`src/rtl/fifo_pkg.sv`:
```
// Shared FIFO-side definitions: output-adapter depth and the level type.
// No logic; latency n/a.
// Backpressure n/a. Also intended for the FIFO's own level reporting.
package fifo_pkg;

    // Words the read-stream adapter can hold, counting one read in flight.
    localparam int ADAPTER_DEPTH = 2;

    // Occupancy, 0..ADAPTER_DEPTH.
    typedef logic [1:0] level_t;

endpackage

```
`src/rtl/fifo_rd_stream_adapter_if.sv`:
```
// Bundle between the FIFO read port, the adapter and the stream consumer.
// Latency n/a (wires only).
// Backpressure: m_ready from the consumer; fifo_empty from the FIFO.
// Ports: fifo_r_data/fifo_empty/fifo_r_enable (FIFO side),
//        m_data/m_valid/m_ready (stream side), level.
//        With FIFO_RD_ADAPTER_STATS_EN defined, also xfer_count and stall_count.
interface fifo_rd_stream_adapter_if
    import fifo_pkg::*;
#(
    parameter int WIDTH = 8
);
    logic [WIDTH-1:0] fifo_r_data;
    logic             fifo_empty;
    logic             fifo_r_enable;
    logic [WIDTH-1:0] m_data;
    logic             m_valid;
    logic             m_ready;
    level_t           level;
`ifdef FIFO_RD_ADAPTER_STATS_EN
    logic [31:0]      xfer_count;
    logic [31:0]      stall_count;
`endif

    // Adapter side.
    modport master (
        input  fifo_r_data,
        input  fifo_empty,
        output fifo_r_enable,
        output m_data,
        output m_valid,
        input  m_ready,
        output level
`ifdef FIFO_RD_ADAPTER_STATS_EN
        ,
        output xfer_count,
        output stall_count
`endif
    );

    // FIFO plus consumer side.
    modport slave (
        output fifo_r_data,
        output fifo_empty,
        input  fifo_r_enable,
        input  m_data,
        input  m_valid,
        output m_ready,
        input  level
`ifdef FIFO_RD_ADAPTER_STATS_EN
        ,
        input  xfer_count,
        input  stall_count
`endif
    );

endinterface

```
`src/rtl/rd_skid_buf.sv`:
```
// 2-entry ordered output buffer (ring of two slots, head + count).
// Latency: a push is visible on rd_dat/level the cycle after its edge.
// Backpressure: none internally; the caller never pushes into a full buffer.
// Ports: clk, aresetn, push/push_dat (write), pop (consume head),
//        rd_dat (head word, registered), level (occupancy).
module rd_skid_buf
    import fifo_pkg::*;
#(
    parameter int WIDTH = 8
) (
    input  logic             clk,
    input  logic             aresetn,
    input  logic             push,
    input  logic [WIDTH-1:0] push_dat,
    input  logic             pop,
    output logic [WIDTH-1:0] rd_dat,
    output level_t           level
);

    logic [WIDTH-1:0] buf_q [ADAPTER_DEPTH];
    logic             head_q;
    level_t           count_q;
    logic             wr_idx;

    // Tail slot is head + count (mod 2), taken before this edge's pop.
    // When count=1 and a pop coincides with a push, the head slot drains
    // and the new word lands in the other slot, which becomes the new head.
    assign wr_idx = head_q ^ count_q[0];

    always_ff @(posedge clk or negedge aresetn) begin
        if (!aresetn) begin
            for (int i = 0; i < ADAPTER_DEPTH; i++) begin
                buf_q[i] <= '0;
            end
            head_q  <= 1'b0;
            count_q <= '0;
        end else begin
            if (push) begin
                buf_q[wr_idx] <= push_dat;
            end
            count_q <= count_q + level_t'(push) - level_t'(pop);
            head_q  <= head_q ^ pop;
        end
    end

    assign rd_dat = buf_q[head_q];
    assign level  = count_q;

endmodule

```
`src/rtl/fifo_rd_stream_adapter.sv`:
```
// Turns the FIFO's enable/empty read port (1-cycle registered data) into a
// valid/ready stream. Latency: fifo_r_enable at T -> m_valid at T+2 when empty.
// Backpressure: m_data/m_valid hold while m_ready=0; reads stop at 2 words owned.
// Ports: clk, aresetn (async, active-low), bus (master modport).
// Optional: FIFO_RD_ADAPTER_STATS_EN adds xfer_count (wrapping) and
// stall_count (saturating) on the interface.
module fifo_rd_stream_adapter
    import fifo_pkg::*;
#(
    parameter int WIDTH = 8
) (
    input  logic                      clk,
    input  logic                      aresetn,
    fifo_rd_stream_adapter_if.master  bus
);

    level_t           level_w;
    logic [WIDTH-1:0] head_dat;
    logic             m_valid_w;
    logic             pop;
    logic             issue;
    logic             inflight_q;
    logic [2:0]       occ_after_pop;

    assign m_valid_w = (level_w != '0);
    assign pop       = m_valid_w && bus.m_ready;

    // Words owned after this edge's pop, counting the read already in
    // flight. pop implies level>=1, so this cannot underflow. Keeping this
    // below the depth is what makes overflow impossible.
    assign occ_after_pop = 3'(level_w) + 3'(inflight_q) - 3'(pop);
    assign issue         = !bus.fifo_empty && (occ_after_pop < 3'(ADAPTER_DEPTH));

    always_ff @(posedge clk or negedge aresetn) begin
        if (!aresetn) begin
            inflight_q <= 1'b0;
        end else begin
            inflight_q <= issue;
        end
    end

    // FIFO data is valid the cycle after a granted read: capture it then.
    rd_skid_buf #(
        .WIDTH (WIDTH)
    ) u_skid (
        .clk      (clk),
        .aresetn  (aresetn),
        .push     (inflight_q),
        .push_dat (bus.fifo_r_data),
        .pop      (pop),
        .rd_dat   (head_dat),
        .level    (level_w)
    );

    assign bus.fifo_r_enable = issue;
    assign bus.m_valid       = m_valid_w;
    assign bus.m_data        = head_dat;
    assign bus.level         = level_w;

`ifdef FIFO_RD_ADAPTER_STATS_EN
    logic [31:0] xfer_q;
    logic [31:0] stall_q;

    always_ff @(posedge clk or negedge aresetn) begin
        if (!aresetn) begin
            xfer_q  <= '0;
            stall_q <= '0;
        end else begin
            if (pop) begin
                xfer_q <= xfer_q + 32'd1;
            end
            if (m_valid_w && !bus.m_ready && (stall_q != 32'hFFFF_FFFF)) begin
                stall_q <= stall_q + 32'd1;
            end
        end
    end

    assign bus.xfer_count  = xfer_q;
    assign bus.stall_count = stall_q;
`endif

endmodule
```
`src/flat_wrapper.sv`:
```
// flat-port wrapper written by rule: the top's interface ports become plain ports
module fifo_rd_stream_adapter_flat import fifo_pkg::*;
#(
    parameter int WIDTH = 8
)
  (clk, aresetn, bus_fifo_r_data, bus_fifo_empty, bus_fifo_r_enable, bus_m_data, bus_m_valid, bus_m_ready, bus_level);
  fifo_rd_stream_adapter_if #(.WIDTH(WIDTH)) bus_i ();
  input  logic clk;
  input  logic aresetn;
  input wire logic [$bits(bus_i.fifo_r_data)-1:0] bus_fifo_r_data;
  input wire logic [$bits(bus_i.fifo_empty)-1:0] bus_fifo_empty;
  output wire logic [$bits(bus_i.fifo_r_enable)-1:0] bus_fifo_r_enable;
  output wire logic [$bits(bus_i.m_data)-1:0] bus_m_data;
  output wire logic [$bits(bus_i.m_valid)-1:0] bus_m_valid;
  input wire logic [$bits(bus_i.m_ready)-1:0] bus_m_ready;
  output wire logic [$bits(bus_i.level)-1:0] bus_level;
  assign bus_i.fifo_r_data = bus_fifo_r_data;
  assign bus_i.fifo_empty = bus_fifo_empty;
  assign bus_fifo_r_enable = bus_i.fifo_r_enable;
  assign bus_m_data = bus_i.m_data;
  assign bus_m_valid = bus_i.m_valid;
  assign bus_i.m_ready = bus_m_ready;
  assign bus_level = bus_i.level;
  fifo_rd_stream_adapter #(.WIDTH(WIDTH)) u_core (.clk(clk), .aresetn(aresetn), .bus(bus_i));
endmodule
```
`config.mk`:
```
export PLATFORM = sky130hd
export DESIGN_NAME = fifo_rd_stream_adapter_flat
export DESIGN_NICKNAME = d
export VERILOG_FILES = /design/src/rtl/fifo_pkg.sv /design/src/rtl/fifo_rd_stream_adapter_if.sv /design/src/rtl/rd_skid_buf.sv /design/src/rtl/fifo_rd_stream_adapter.sv /design/src/flat_wrapper.sv
export SDC_FILE = /design/constraint.sdc
export NUM_CORES = 1
export LEC_CHECK = 0
export ABC_AREA = 1
export CELL_PAD_IN_SITES_DETAIL_PLACEMENT = 0
export CELL_PAD_IN_SITES_GLOBAL_PLACEMENT = 1
export CORE_MARGIN = 2
export CORE_UTILIZATION = 35
export CTS_CLUSTER_DIAMETER = 60
export CTS_CLUSTER_SIZE = 12
export DETAILED_ROUTE_END_ITERATION = 8
export PLACE_DENSITY_LB_ADDON = 0.1
export SYNTH_ARGS = -nofsm -noshare
export SYNTH_HDL_FRONTEND = slang
export SYNTH_SLANG_ARGS = --single-unit
```
`constraint.sdc`:
```
create_clock -name clk -period 2.4 [get_ports clk]
set_input_delay 0.24 -clock clk [delete_from_list [all_inputs] [get_ports clk]]
set_output_delay 0.24 -clock clk [all_outputs]
set_load 0.01 [all_outputs]
```
After elaboration in Yosys (flattened, before gate mapping)
Cells that the tools add are included.
- add/subtract/negate cells: 4
- order comparisons: 4
- reductions and logical operators: 5
- muxes and demuxes: 6
- bitwise logic cells: 4
- operators with widths (operator ; number):
    $mux 8 ; 4
    $bwmux 16 ; 1
    $demux 8 s1 ; 1
    $ge 2x2->1 const B ; 2
    $not 1->2 ; 2
    $add 2x1->3 ; 1
    $logic_and 1x1->1 ; 3
    $lt 3x2->1 const B ; 1
    $sub 3x1->3 ; 1
    $add 2x1->2 ; 1
    $lt 2x1->1 const B ; 1
    $reduce_bool 2->1 ; 1
    $sub 2x1->2 ; 1
    $xor 1x1->1 ; 2
    $logic_not 1->1 ; 1
- output and inout port bits: 12
- flip-flop bits (word level): 20
- word-level logic and storage cells: 28

Depth between registers and ports, before layout
Gate-level depths: netlist of the first run.
- word-level depth: 7
- depth in mapped cells: 11
- gate-level depth less buffers: 11

Hierarchy
A second synthesis of the first run with hierarchy kept.
- cells, all modules: 128
- area total of the unflattened synthesis: 1077.3 µm²
- by module, submodules not included (module ; area an instance (µm²) ; sequential area each (µm²) ; instances ; cells an instance):
    rd_skid_buf ; 958.4 ; 475.5 ; 1 ; 113
    fifo_rd_stream_adapter ; 118.9 ; 25.0 ; 1 ; 15

Least setup slack after synthesis of the first run
Ideal clock, no wire load.
- path kind: register to output
- start point: register u_core.u_skid.count_q[0] (netlist: u_core.u_skid.level[0])
- end point: output bus_fifo_r_enable
- data arrival time: 2.153 ns
- data required time: 2.160 ns
- setup slack: 0.007 ns
- path buffers: 0
- stages on the path, launching flop included: 12
- cells stage by stage: dfrtp_1 -> inv_1 -> nand2_1 -> nand2_1 -> inv_1 -> ha_1 -> inv_1 -> ha_1 -> fa_1 -> nor2_1 -> o21ai_0 -> a21oi_1
- word-level cells in the longest chain between the ends: 5
- elaborated cells between the ends (all ways): 6
- those cells by class: 2 x add/sub; 1 x order compare; 3 x reduce/logical
- RTL lines (element ; line ; source):
    start: declaration ; rd_skid_buf.sv:22 ; level_t count_q;
    start signal: assignment ; rd_skid_buf.sv:41 ; count_q <= count_q + level_t'(push) - level_t'(pop);
    $reduce_bool 2->1 ; fifo_rd_stream_adapter.sv:25 ; assign m_valid_w = (level_w != '0);
    via bus_m_valid ; flat_wrapper.sv:14 ; output wire logic [$bits(bus_i.m_valid)-1:0] bus_m_valid;
    $logic_and 1x1->1 ; fifo_rd_stream_adapter.sv:26 ; assign pop = m_valid_w && bus.m_ready;
    $sub 3x1->3 ; fifo_rd_stream_adapter.sv:31 ; assign occ_after_pop = 3'(level_w) + 3'(inflight_q) - 3'(pop);
    via u_core.occ_after_pop[1] ; fifo_rd_stream_adapter.sv:23 ; logic [2:0] occ_after_pop;
    $lt 3x2->1 ; fifo_rd_stream_adapter.sv:32 ; assign issue = !bus.fifo_empty && (occ_after_pop < 3'(ADAPTER_DEPTH));
    $logic_and 1x1->1 ; fifo_rd_stream_adapter.sv:32 ;
    end: declaration ; flat_wrapper.sv:12 ; output wire logic [$bits(bus_i.fifo_r_enable)-1:0] bus_fifo_r_enable;
The timed path passes the listed nets, and every way through them passes these cells.

Worst setup path in the final report of the first run
- start point: register u_core.u_skid.count_q[1] (netlist: u_core.u_skid.level[1])
- end point: output bus_fifo_r_enable
- word-level cells in the longest chain between the ends: 5
- elaborated cells between the ends (all ways): 6
- those cells by class: 2 x add/sub; 1 x order compare; 3 x reduce/logical
- RTL lines (element ; line):
    branches (longest 2 deep; another with $add 2x1->3) ; -
    $sub 3x1->3 (*) ; fifo_rd_stream_adapter.sv:31
    via u_core.occ_after_pop[1] ; fifo_rd_stream_adapter.sv:23
    $lt 3x2->1 (*) ; fifo_rd_stream_adapter.sv:32
    $logic_and 1x1->1 (*) ; fifo_rd_stream_adapter.sv:32
Mark *: on every way through the listed nets, which the timed path passes.

==> results of run 1 <==
[logic make-up (layout without fill, tap and decap cells)]
group	after synthesis	in the layout
and+or+nand+nor	85	85
adders and majority gates	3	3
AOI/OAI and AO/OA	2	2
DFF	20	20
buffers and inverters	11	58
[cells in the mapped netlist, drive strengths merged]
cell type | number | area (um2)
nand4 | 8 | 50.1
ha | 2 | 25.0
nand3 | 10 | 67.6
inv | 7 | 26.3
dfrtp | 20 | 500
nand2 | 66 | 263
nor2 | 1 | 3.75
o21ai | 1 | 5.00
fa | 1 | 20.0
buf | 4 | 31.3
a21oi | 1 | 5.00
[timing repair]
| item | 4_1_cts | 5_1_grt |
|---|---|---|
| endpoints found under the setup margin | 1 | 2 |
| resized for setup | 14 | 13 |
| buffers inserted | 18 | 1 |
| pin swaps | 6 | 5 |
| hold buffers | 0 | 0 |
[path summary, 6_finish.rpt]
kind,to,slack (ns)
worst max-delay path,bus_fifo_r_enable,-0.21
worst min-delay path,u_core.u_skid.buf_q[1]$_DFFE_PN0P_,0.25
worst max register to register,u_core.u_skid.head_q$_DFF_PN0_,0
worst min register to register,u_core.u_skid.buf_q[14]$_DFFE_PN0P_,0.48
max in group asynchronous,u_core.u_skid.buf_q[14]$_DFFE_PN0P_,1.93
min in group clk,u_core.u_skid.buf_q[14]$_DFFE_PN0P_,0.48
[state kept, by name, indices dropped and copies added (netlist names)]
register,flops
u_core.u_skid.buf_q,16
u_core.u_skid.level,2
u_core.inflight_q,1
u_core.u_skid.head_q,1
[layout make-up]
cell class | count | area, um2 | share of cell area (%)
Clock buffer | 3 | 22.5 | 1.46
Clock inverter | 1 | 30.0 | 1.95
Inverter | 7 | 26.3 | 1.71
Multi-Input combinational cell | 90 | 474 | 30.8
Sequential cell | 20 | 500 | 32.5
Tap cell | 31 | 38.8 | 2.52
Timing Repair Buffer | 47 | 447 | 29.0
[power groups by stage]
| stage | combinational (W) | clock, W | sequential [W] |
|---|---|---|---|
| 2_1_floorplan | 0.000582 | 0 | 0.000592 |
| 3_3_place_gp | 0.00100 | 0 | 0.000613 |
| 3_5_place_dp | 0.00101 | 0 | 0.000620 |
| 4_1_cts | 0.00118 | 0.000291 | 0.000615 |
| 5_1_grt | 0.00138 | 0.000307 | 0.000640 |
| 6_report | 0.00125 | 0.000282 | 0.000617 |
[worst max-delay path, delay by kind of cell, from the launching register on]
kind / cells / cell delay, ns
fa+ha+maj: 3 / 0.84
buf+inv: 4 / 0.33
compound gates: 2 / 0.23
simple gates: 3 / 0.26
flops: 1 / 0.41
[metrics by stage]
| step | total power [W] | utilization, % | hold WS, ns | instance area, um2 |
|---|---|---|---|---|
| after floorplan | 0.00117 | - | -0.0556 | 997 |
| after global placement | 0.00161 | 46.8 | 0.454 | 1280 |
| after detailed placement | 0.00163 | 46.8 | 0.461 | 1280 |
| after CTS | 0.00209 | 54.6 | 0.256 | 1490 |
| after global routing | 0.00233 | 56.3 | 0.249 | 1540 |
| final | 0.00215 | 56.3 | 0.251 | 1540 |
[per-layer routing]
metal | vias up | track usage (%) | share of wire, %
met3 | 2 | 5.44 | 5.2
met2 | 19 | 29.4 | 49
met1 | 471 | 25.0 | 45
met5 | - | 0 | 0
li1 | 482 | - | -
met4 | 0 | 3.32 | 0.63
==> impl_metrics.yaml, run 1 <==
layout:
  num-fill-cells: 251
  n_antenna_cell: 0
  drive_gt1_share_pct: 27.4
  layout_commonest_cell: "nand2_1"
  area_growth_pct: 54.3
  nets: 184
  final_cell_mix: "nand2_1 (58), clkdlybuf4s50_1 (22), dfrtp_1 (20)"
  final_cells: 199
yosys:
  syn-num-nets: 136
  ys_types: 18
  synth_top_family_by_area: "simple AND/OR/NAND/NOR gates"
  synth_compound_area_share_pct: 1.00
  synth-seq-cells: 20
  yosys-mux-area-fraction_pct: 0
  synth_area_um2: 997
  yosysWarnings: 0
  syn_avg_cell_area_um2: 8.24
  ys_seq_area_share_pct: 50.2
  yosys.area_share.simple_pct: 38.5
  synth_xor_area_share_pct: 0
  synth_adder_area_share_pct: 4.52
  synth_cells: 121
worst_setup_path:
  slowest_delay_ns: 0.45
  cp-end-kind: "output port"
  crit_chain: "inv_2 > nand2_2 > nand2_2 > inv_2 > ha_4 > inv_2 > ha_4 > fa_1 > nor2_1 > o21ai_1 > a21oi_1 > buf_2"
  cp_data_required_time_ns: 2.16
  crit_arrival_ns: 2.37
  cp_max_fo: 2
  startpoint: "u_core.u_skid.level[1]$_DFF_PN0_"
  cp_slowest_cell: "fa_1"
  worstSetupPathType: "register to output port"
  crit_top_cell: "inv_2"
  r2r-start: "u_core.u_skid.level[1]$_DFF_PN0_"
  worstRegToRegCells: 20
  startpoint_type: "register"
pwr:
  power_density_nw_per_um2: 1390
  switchingPower_w: 0.000850
  combPwrFrac_pct: 58.1
  sw_frac_of_total_pct: 39.6
  p_clk_share_pct: 13.2
  seq_power_share_pct: 28.8
  leakagePower_nw: 0.786
  ir_drop_mv: 1.05
  p_int_w: 0.00130
drt:
  via_count: 974
  drt_iter0_markers: 38
  via_per_inst: 4.89
  first_pass_iters: 4
  routed_wl_um: 2700
  drc: 0
  wl_per_cell_um: 13.5
  ant_nets: 0
place:
  place_inst: 177
  portBuffers: 23
  hpwl_um: 1520
  post-place-ws_ns: -0.506
  gp_congestion: 0.753
timing:
  fin_skew_ns: 0.00976
  setup_viol: 1
  finalHoldViolations: 0
  clock.fmax_mhz: 383
  tns_ns: -0.208
  finalCritPeriodShare_pct: 109
  min_period_ns: 2.61
  tightest_slew_ns: 0.514
  relSlewSlack_pct: 65.8
  rsz0062_at_grt: "true"
  slew_viol_final: 0
  setup_ws_ns: -0.208
floorplan:
  num_rows: 19
  die_area_um2: 3290
  pin_count: 24
  die_height_um: 57.4
  start_util_pct: 36.5
  core-area_um2: 2730
  die_w_um: 57.4
global_routing:
  grt_usage_pct: 18.4
  antenna_found_initial: 0
  first_global_vias: 961
  grt_max_degree: 21
  grt_pass1_wl_um: 4600
  overflow: 0
cts:
  cts_tree: "built"
  cts_root_buffer: "clkbuf_4"
  h-tree-depth: 1
  insertion_delay_ns: 0.31
  path_clk_slew_ns: 0.13
  cts.sinks: 20
  ctsLongestPathBuffers: 2
  cts_made_buffers: 3
outcome:
  status: "complete, but fails checks"
  violations: "negative setup slack"
hold_path:
  worstHoldPathType: "input pin to async pin"
job:
  cap_violations: 0
(Power assumes the default switching activity.)
==> inputs of run 2 (changes only) <==
==> constraint.sdc (replaced) <==
create_clock -name clk -period 2.53 [get_ports clk]
set_input_delay 0.253 -clock clk [delete_from_list [all_inputs] [get_ports clk]]
set_output_delay 0.253 -clock clk [all_outputs]
set_load 0.01 [all_outputs]
==> impl_metrics.yaml, run 2 (synthesis results as in run 1) <==
worst_setup_path:
  cp_data_required_time_ns: 2.28
  worstSetupPathType: "register to output port"
  startpoint_type: "register"
  cp-end-kind: "output port"
  crit_arrival_ns: 2.35
  cp_max_fo: 2
place:
  portBuffers: 23
  gp_congestion: 0.753
  hpwl_um: 1530
floorplan:
  die_area_um2: 3290
  start_util_pct: 36.5
  die_w_um: 57.4
  pin_count: 24
  die_height_um: 57.4
  num_rows: 19
  core-area_um2: 2730
layout:
  largest_reg_flops: 16
  layout_commonest_cell: "nand2_1"
  final_cell_mix: "nand2_1 (59), clkdlybuf4s50_1 (22), dfrtp_1 (20)"
  nets: 183
  num-fill-cells: 253
  area_growth_pct: 51.1
  n_antenna_cell: 0
  drive_gt1_share_pct: 26.3
  regMostFlops: "u_core.u_skid.buf_q"
timing:
  finalHoldViolations: 0
  tns_ns: -0.145
  setup_viol: 2
  tightest_slew_ns: 0.492
  slew_viol_final: 0
  clock.fmax_mhz: 383
  setup_ws_ns: -0.0779
  rsz0062_at_grt: "true"
  min_period_ns: 2.61
  hold_ws_ns: 0.257
  finalCritPeriodShare_pct: 103
  relSlewSlack_pct: 67.2
  fin_skew_ns: 0.0117
cts:
  h-tree-depth: 1
  cts_made_buffers: 3
  cts_tree: "built"
  cts_root_buffer: "clkbuf_4"
  insertion_delay_ns: 0.32
  cts.sinks: 20
  path_clk_slew_ns: 0.13
  ctsLongestPathBuffers: 2
pwr:
  power_density_nw_per_um2: 1320
  leakagePower_nw: 0.773
  ir_drop_mv: 0.797
drt:
  ant_nets: 0
  drc: 0
  wl_per_cell_um: 13.4
  drt_iter0_markers: 43
  first_pass_iters: 4
  routed_wl_um: 2650
  via_per_inst: 4.95
  via_count: 981
outcome:
  violations: "negative setup slack"
  status: "complete, but fails checks"
global_routing:
  grt_usage_pct: 17.8
  antenna_found_initial: 0
  grt_pass1_wl_um: 4460
  overflow: 0
  first_global_vias: 957
  grt_max_degree: 21
hold_path:
  worstHoldPathType: "input pin to async pin"
job:
  cap_violations: 0
==> run 2: cell count changes in the layout (fill, tap and decap cells not counted), sizes merged <==
| cell | delta |
|---|---|
| buf | -1 |
==> run 2: layout make-up <==
class | instances | area, um2 | share of cell area (%)
Tap cell | 31 | 38.8 | 2.57
Multi-Input combinational cell | 90 | 472 | 31.3
Inverter | 7 | 26.3 | 1.74
Clock inverter | 1 | 30.0 | 1.99
Sequential cell | 20 | 500 | 33.2
Timing Repair Buffer | 46 | 417 | 27.7
Clock buffer | 3 | 22.5 | 1.50
==> run 2: per-layer routing <==
metal | wire, um | up-vias | global-route usage [%]
li1 | - | 479 | -
met1 | 1190 | 472 | 23.1
met2 | 1290 | 28 | 29.5
met3 | 140 | 2 | 5.22
met4 | 17 | 0 | 3.99
met5 | 0 | - | 0
==> run 2: where the power goes <==
part	switching, W	internal, W
Sequential	0.000110	0.000473
Combinational	0.000571	0.000563
Clock	0.000111	0.000160
==> run 2: stage by stage <==
stage          total power [W]  setup WS (ns)  util, %  std cells  area (um2)
2_1_floorplan          0.00111          0.124        -        121         997
3_3_place_gp           0.00153         -0.315     46.8        177        1280
3_5_place_dp           0.00155         -0.402     46.8        177        1280
4_1_cts                0.00198         -0.137     54.8        197        1500
5_1_grt                0.00216         -0.233     55.1        198        1510
6_report               0.00199        -0.0779     55.1        198        1510
==> run 2: path summary, 6_finish.rpt <==
check                                                     from                             endpoint  slack (ns)  depth (start not counted)
min in group clk           u_core.u_skid.buf_q[14]$_DFFE_PN0P_  u_core.u_skid.buf_q[14]$_DFFE_PN0P_        0.48                          2
min                                                    aresetn   u_core.u_skid.buf_q[9]$_DFFE_PN0P_        0.26                          2
max in group asynchronous                              aresetn  u_core.u_skid.buf_q[11]$_DFFE_PN0P_        2.05                          2
max                           u_core.u_skid.level[0]$_DFF_PN0_                    bus_fifo_r_enable       -0.08                         12
min reg2reg                u_core.u_skid.buf_q[14]$_DFFE_PN0P_  u_core.u_skid.buf_q[14]$_DFFE_PN0P_        0.48                          2
max reg2reg                   u_core.u_skid.level[0]$_DFF_PN0_       u_core.u_skid.head_q$_DFF_PN0_       -0.07                         21
==> run 2: worst max-delay path: stages (launching register included) <==
cell and delay, ns:
dfrtp_1 0.40, inv_2 0.07, nand2_2 0.06, nand2_2 0.06
inv_2 0.05, ha_4 0.26, inv_2 0.04, ha_4 0.14
fa_1 0.45, nor2_1 0.12, o21ai_1 0.07, a21oi_1 0.16
buf_2 0.16
==> run 2: what timing repair did <==
item                       4_1_cts  5_1_grt
gates resized for setup         20        0
setup buffers                   17        2
hold buffers                     0        0
pin swaps                        6        6
setup endpoints to repair        1        2
==> inputs of run 3 (changes only) <==
--- a/config.mk
+++ b/config.mk
@@ -8,6 +8,7 @@
 export ABC_AREA = 1
 export CELL_PAD_IN_SITES_DETAIL_PLACEMENT = 0
 export CELL_PAD_IN_SITES_GLOBAL_PLACEMENT = 1
+export CORE_ASPECT_RATIO = 0.7
 export CORE_MARGIN = 2
 export CORE_UTILIZATION = 35
 export CTS_CLUSTER_DIAMETER = 60
==> impl_metrics.yaml, run 3 (synthesis results as in run 1) <==
worst_setup_path:
  cp_data_required_time_ns: 2.28
  startpoint_type: "register"
  worstSetupPathType: "register to output port"
  r2r-start: "u_core.u_skid.level[0]$_DFF_PN0_"
  r2r_end: "u_core.u_skid.buf_q[10]$_DFFE_PN0P_"
  worstRegToRegCells: 17
  crit_arrival_ns: 2.24
  regToRegSetupSlack_ns: 0.12
  cp-end-kind: "output port"
  cp_max_fo: 2
  startpoint: "u_core.u_skid.level[1]$_DFF_PN0_"
cts:
  path_clk_slew_ns: 0.07
  ctsLongestPathBuffers: 2
  insertion_delay_ns: 0.26
  cts_made_buffers: 3
  cts_root_buffer: "clkbuf_8"
  h-tree-depth: 1
  cts_tree: "built"
  cts.sinks: 20
outcome:
  status: "finished, final reports clean"
global_routing:
  grt_pass1_wl_um: 5090
  grtUsageMet3_pct: 6.51
  grt_busiest_layer: "met2"
  use_met1_pct: 26.5
  antenna_found_initial: 0
  overflow: 0
  grt_max_degree: 21
  grt_usage_pct: 21.3
  first_global_vias: 1057
  grtUsageMet2_pct: 35.9
floorplan:
  die_w_um: 67.8
  die_area_um2: 3300
  num_rows: 16
  start_util_pct: 36.1
  die_height_um: 48.7
  core-area_um2: 2760
  pin_count: 24
drt:
  wl_per_cell_um: 14.0
  via_count: 1083
  drt_iter0_markers: 97
  ant_nets: 0
  routed_wl_um: 3190
  first_pass_iters: 4
  via_per_inst: 4.77
  drc: 0
place:
  dpl-instance-area_um2: 1290
  post-place-ws_ns: -0.356
  portBuffers: 23
  hpwl_um: 1610
  gp_congestion: 0.801
layout:
  largest_reg_flops: 16
  regMostFlops: "u_core.u_skid.buf_q"
  n_antenna_cell: 0
  area_growth_pct: 71.8
  stdcell_area_um2: 1710
  ff_latch_area_um2: 500
  final_cell_mix: "nand2_1 (57), buf_4 (45), clkdlybuf4s50_1 (21)"
  layout_commonest_cell: "nand2_1"
  drive_gt1_share_pct: 37.7
  num-fill-cells: 236
  nets: 208
  multiInputGateArea_um2: 502
timing:
  finalHoldViolations: 0
  clock.fmax_mhz: 401
  finalCritPeriodShare_pct: 98.6
  relSlewSlack_pct: 65.7
  rsz0062_at_grt: "true"
  fin_skew_ns: 0.00162
  tns_ns: 0
  slew_viol_final: 0
  setup_ws_ns: 0.0346
  setup_viol: 0
  tightest_slew_ns: 0.514
  min_period_ns: 2.50
job:
  cap_violations: 0
pwr:
  leakagePower_nw: 0.882
  power_density_nw_per_um2: 1360
  ir_drop_mv: 0.688
hold_path:
  worstHoldPathType: "input pin to async pin"
run 3: what timing repair did:
item / 4_1_cts / 5_1_grt
endpoints found under the setup margin: 1 / 18
setup buffers: 39 / 6
gates resized for setup: 12 / 14
pin swaps: 5 / 7
hold buffers: 0 / 0
run 3: layout make-up:
cell class	instances	share of cell area [%]
inverters	7	1.53
flip-flops and latches	20	29.2
repair buffers	71	34.9
multi-input cells	90	29.3
well taps	36	2.63
clock buffers	3	2.41
run 3: how the worst max path moves through the flow:
stage | endpoint | slack [ns] | cells past startpoint
finish | bus_fifo_r_enable | 0.03 | 12
global route | bus_fifo_r_enable | -0.12 | 12
CTS | bus_fifo_r_enable | -0.07 | 12
detailed placement | bus_fifo_r_enable | -0.36 | 11
global placement | bus_fifo_r_enable | -0.32 | 11
floorplan | bus_fifo_r_enable | 0.12 | 11
run 3: stage by stage:
step	hold slack (ns)	std cells	util [%]	total power [W]
final	0.321	227	62.0	0.00233
after global routing	0.353	227	62.0	0.00250
after CTS	0.335	224	59.1	0.00213
after detailed placement	0.459	182	46.6	0.00155
after global placement	0.454	182	46.6	0.00154
after floorplan	-0.0426	121	-	0.00111
run 3: per-layer routing:
metal / wire length, um / vias to the layer above
met5: 0 / -
met3: 228 / 12
met1: 1310 / 497
met2: 1570 / 45
met4: 80 / 0
li1: - / 529
run 3: worst max-delay path, stage by stage, from the launching register on:
cell	delay, ns
dfrtp_1	0.39
inv_2	0.07
nand2_2	0.06
nand2_2	0.07
inv_2	0.05
ha_4	0.25
inv_2	0.04
ha_4	0.14
fa_1	0.45
nor2_1	0.11
o21ai_1	0.07
a21oi_2	0.11
buf_2	0.14
run 3: report_power, final:
group	leakage (nW)	total [W]	internal, W	switching (W)
Sequential	0.246	0.000588	0.000475	0.000113
Combinational	0.615	0.00153	0.000821	0.000712
Clock	0.0216	0.000212	0.000106	0.000106
Total	0.882	0.00233	0.00140	0.000931
